## src/rtl/timer_counter.sv

```systemverilog
// -----------------------------------------------------------------------------
// timer_counter
//
// 32-bit down-counting timer with three memory-mapped registers and a
// maskable interrupt output.
//
//   CTRL   (addr 0) : [3] IM (irq mask), [2:1] Mode, [0] Enable
//   PRESET (addr 1) : reload value, read/write
//   COUNT  (addr 2) : current count, read-only
//   addr 3          : unused, reads 0
//
// Mode 2'b01 reloads automatically after each expiry and emits a one-cycle
// irq pulse.  Every other Mode value is one-shot: Enable is cleared and irq
// stays high until the next register write.
//
// Ports:
//   clk    in   1   rising-edge clock
//   reset  in   1   synchronous, active-high reset
//   addr   in   2   register word offset
//   we     in   1   register write enable
//   din    in  32   write data
//   dout   out 32   combinational read data for addr
//   irq    out  1   interrupt request (IM & irq_flag)
// -----------------------------------------------------------------------------
module timer_counter (
    input  logic        clk,
    input  logic        reset,
    input  logic [1:0]  addr,
    input  logic        we,
    input  logic [31:0] din,
    output logic [31:0] dout,
    output logic        irq
);

    localparam logic [1:0] IDLE = 2'd0;
    localparam logic [1:0] LOAD = 2'd1;
    localparam logic [1:0] CNT  = 2'd2;
    localparam logic [1:0] INT  = 2'd3;

    localparam logic [1:0] MODE_AUTO_RELOAD = 2'b01;

    logic [3:0]  ctrl;
    logic [31:0] preset;
    logic [31:0] count;
    logic [1:0]  state;
    logic        irq_flag;

    logic        enable;
    logic        irq_mask;
    logic [1:0]  mode;

    assign enable   = ctrl[0];
    assign mode     = ctrl[2:1];
    assign irq_mask = ctrl[3];

    // A register write takes priority over the FSM: the FSM is frozen for
    // that cycle, so the write and the INT state can never both touch CTRL.
    always_ff @(posedge clk) begin
        if (reset) begin
            ctrl     <= 4'd0;
            preset   <= 32'd0;
            count    <= 32'd0;
            state    <= IDLE;
            irq_flag <= 1'b0;
        end else if (we) begin
            irq_flag <= 1'b0;
            case (addr)
                2'd0:    ctrl   <= din[3:0];
                2'd1:    preset <= din;
                default: ;
            endcase
        end else begin
            case (state)
                IDLE: begin
                    if (enable) begin
                        state <= LOAD;
                    end
                end
                LOAD: begin
                    count <= preset;
                    state <= CNT;
                end
                CNT: begin
                    if (!enable) begin
                        state <= IDLE;
                    end else if (count > 32'd1) begin
                        count <= count - 32'd1;
                    end else begin
                        // Terminal count: a preset of 0 or 1 expires on the
                        // first CNT cycle, and the count never wraps below 0.
                        count    <= 32'd0;
                        irq_flag <= 1'b1;
                        state    <= INT;
                    end
                end
                INT: begin
                    if (mode == MODE_AUTO_RELOAD) begin
                        // Enable stays set, so IDLE moves straight to LOAD.
                        irq_flag <= 1'b0;
                    end else begin
                        ctrl[0] <= 1'b0;
                    end
                    state <= IDLE;
                end
                default: state <= IDLE;
            endcase
        end
    end

    // Both terms come from flops, so there is no path from din/we to irq,
    // while clearing IM masks the interrupt without touching irq_flag.
    assign irq = irq_mask & irq_flag;

    always_comb begin
        dout = 32'd0;
        case (addr)
            2'd0:    dout = {28'd0, ctrl};
            2'd1:    dout = preset;
            2'd2:    dout = count;
            default: dout = 32'd0;
        endcase
    end

endmodule

```

## config.mk

```make
export PLATFORM = sky130hd
export DESIGN_NAME = timer_counter
export DESIGN_NICKNAME = d
export VERILOG_FILES = /design/src/rtl/timer_counter.sv
export SDC_FILE = /design/constraint.sdc
export NUM_CORES = 1
export LEC_CHECK = 0
export CAP_MARGIN = 15
export CORE_ASPECT_RATIO = 0.6
export CORE_MARGIN = 5
export CORE_UTILIZATION = 49
export DETAILED_ROUTE_END_ITERATION = 7
export PLACE_DENSITY = 0.75
export SETUP_SLACK_MARGIN = 0.05
export SYNTH_ARGS = -nofsm -noshare
export SYNTH_HDL_FRONTEND = slang
export SYNTH_SLANG_ARGS = --single-unit
```

## constraint.sdc

```tcl
create_clock -name clk -period 2.45 [get_ports clk]
set_input_delay 0.49 -clock clk [delete_from_list [all_inputs] [get_ports clk]]
set_output_delay 0.49 -clock clk [all_outputs]
set_load 0.05 [all_outputs]
```

==> reports/qor.txt <==
first-pass GRT wire length: 22,300 um
async set-or-reset flop fraction in the synthesized netlist: 0%
Reg clk slew, reported paths: 0.05 ns
clock insertion delay at the later pin of the skew report: 0.34 ns
Fillers: 709
prevailing post-synth register cell: dfxtp_1
Worst Hold Depth: 2
Comb power frac: 18.3%
R2R setup slack: 0.15 ns
setup TNS: 0 ns
wl on met1: 6220 um
non-filler cells, final: 725
crit path cell chain: clkdlybuf4s50_1 > nor2b_2 > buf_12 > nand2_1 > o21ai_1 > buf_12
via count: 4,696
total track usage: 26.9%
proportion of layout cells with a drive suffix above 1: 20.6%
Peak VDD IR: 0.318 mV
final hold violation count: 0
core area: 0.00843 mm^2
WL final: 14,200 um
Max Buffers Root-to-Sink: 2
CP startpoint kind: input pin
DRT antenna net count: 0
Post-Route Skew: 0.00698 ns
Reg2Reg Capture Point: count[28]
Residual DRC: 0
measured slew at the worst slew-check pin: 0.633 ns
pwr dens: 510 mW/mm^2
CTS tree: done
Worst Path Max Fanout: 34
Syn-to-layout area delta: 37.9%
# diodes: 0
Max Slew Vio Count: 0
Die H: 81.6 um
routed length on met3: 1500 um
Register Area: 0.00142 mm^2
top layer in use: met4
run status: finished, final reports clean
Multi-input gate area: 0.00256 mm^2
RSZ-0062 raised after global routing: yes
port bufs: 69
Synth area leaders: dfxtp_1 (34%), nand2_1 (8.0%), a21oi_1 (6.3%)
vias in the first global route: 4,273
slowest stage delay, CP: 0.54 ns
synthesized flop and latch total: 71
Via density: 6.48
Num Clock Sinks: 71
fin nets: 652
top-area cell type share of the netlist area: 34.0%
Final Util: 68.5%
cell taking the most area after synthesis: dfxtp_1
Horiz. Die Dim: 129 um
crit end category: primary output
RePlAce Congestion: 0.888
maximum clock frequency: 424 MHz
die footprint: 0.0105 mm^2
Sw Ratio: 28.4%
DR iter-0 viols: 636
R2R Path Start: count[4]
crit path kind: in2out
DR pass1 iterations: 6
WP data arrival: 1.87 ns
Hold Path End: preset[23]
commonest non-fill, non-tap cell in the layout: nand2_1
pin count of the biggest net entering global routing: 41
slowest stage cell, crit path: clkdlybuf4s50_1
H-tree levels: 3
placed inst area: 0.00547 mm^2
Post-synth EDFFs: 0
dpl hpwl: 9560 um
Initial Util: 49.6%
CTS Buf Count: 9
worst min path class: reg2reg
Worst Reg-to-Reg Cells: 6
DR WL/cell: 19.5 um
Mapped Cells: 548
# rows: 26
Reg power frac: 40.9%
initial antenna violation count: 0
Warnings, synthesis: 0
Ports: 70
most frequent cells in the layout: nand2_1 (89), dfxtp_1 (71), a21oi_1 (53)
total power: 0.00294 W
Unique masters post-synth: 56
Clk pwr share: 40.8%
placed cell count: 710
post-CTS setup buffers: 0
# setup viols final: 0
max-cap violation count: 0
Static Leak: 2.13 nW
Final Cell Area: 0.00577 mm^2
Max-Slew Margin vs Limit: 57.4%
Mapped Nets: 591
Worst EP required: 1.96 ns
CTS root buf: clkbuf_16
P_sw: 0.000836 W
Worst Hold Launch: preset[23]
register area share after synthesis: 34.0%
met2 wire len: 6160 um
period utilization: 96.3%
Syn Std Cell Area: 0.00418 mm^2
post-synthesis area per instance: 7.63 um^2
Most Frequent Cell on Critical Path: buf_12
GRT overflow: 0
Tmin final: 2.36 ns
Int Pwr: 0.00211 W
[registers in the layout, indices dropped and copies added (netlist names)]
signal    cells
irq_flag      1
preset       32
ctrl          4
state         2
count        32
[worst max-delay path: cells and delay by family]
| kind | cells | cell delay [ns] |
|---|---|---|
| compound gates | 1 | 0.15 |
| buf+inv | 3 | 0.94 |
| simple gates | 2 | 0.29 |
[layout make-up]
type,instances,area share [%]
clock buffers,14,4.40
clock inverters,1,0.0868
inverters,14,0.911
multi-input cells,407,44.4
flip-flops and latches,71,24.6
well taps,112,2.43
repair buffers,106,23.1
[cells by family after synthesis]
family	synth area share, %
and+or+nand+nor	27.1
AOI/OAI and AO/OA	28.0
DFF	34.0
buffers and inverters	6.49
muxes	2.63
adders and majority gates	1.79
[what timing repair did]
| action | 4_1_cts | 5_1_grt |
|---|---|---|
| hold buffers | 0 | 0 |
| pin swaps | 0 | 0 |
| gates resized for setup | 2 | 6 |
| endpoints found under the setup margin | 4 | 14 |
[stage by stage]
| step | setup WS [ns] | hold WS (ns) |
|---|---|---|
| 2_1_floorplan | 0.122 | 0.445 |
| 3_3_place_gp | 0.137 | 0.457 |
| 3_5_place_dp | 0.0551 | 0.461 |
| 4_1_cts | 0.0654 | 0.467 |
| 5_1_grt | 0.0330 | 0.490 |
| 6_report | 0.0895 | 0.467 |
[worst max-delay path by stage]
stage | endpoint | cells past startpoint | start | slack, ns
after floorplan | dout[0] | 6 | addr[1] | 0.12
after global placement | dout[2] | 6 | addr[0] | 0.14
after detailed placement | count[20] | 7 | count[0] | 0.06
after CTS | count[18] | 5 | count[8] | 0.07
after global routing | dout[1] | 6 | addr[0] | 0.03
final | dout[1] | 6 | addr[0] | 0.09
[cells in the mapped netlist (all sizes together), types with 7 or more instances]
cell type / n
o21ai: 13
dfxtp: 71
a22o: 28
or3: 8
a21oi: 53
and3: 9
nand3: 16
a31oi: 21
nor2b: 7
nor4: 17
nand2: 89
nor2: 22
nand4: 14
inv: 14
clkbuf: 52
nor3: 12
mux2i: 11
[layer usage]
| metal | up-vias | global-route usage [%] |
|---|---|---|
| met5 | - | 0 |
| li1 | 2169 | - |
| met3 | 29 | 6.37 |
| met4 | 0 | 9.22 |
| met1 | 2213 | 38.0 |
| met2 | 285 | 40.4 |
[power by group through the flow]
stage / logic, W / registers (W) / clock network (W)
floorplan: 0.000289 / 0.00122 / 0
global placement: 0.000501 / 0.00123 / 0
detailed placement: 0.000510 / 0.00123 / 0
CTS: 0.000518 / 0.00120 / 0.00120
global route: 0.000568 / 0.00121 / 0.00125
finish: 0.000538 / 0.00120 / 0.00120
(Power assumes the default switching activity.)
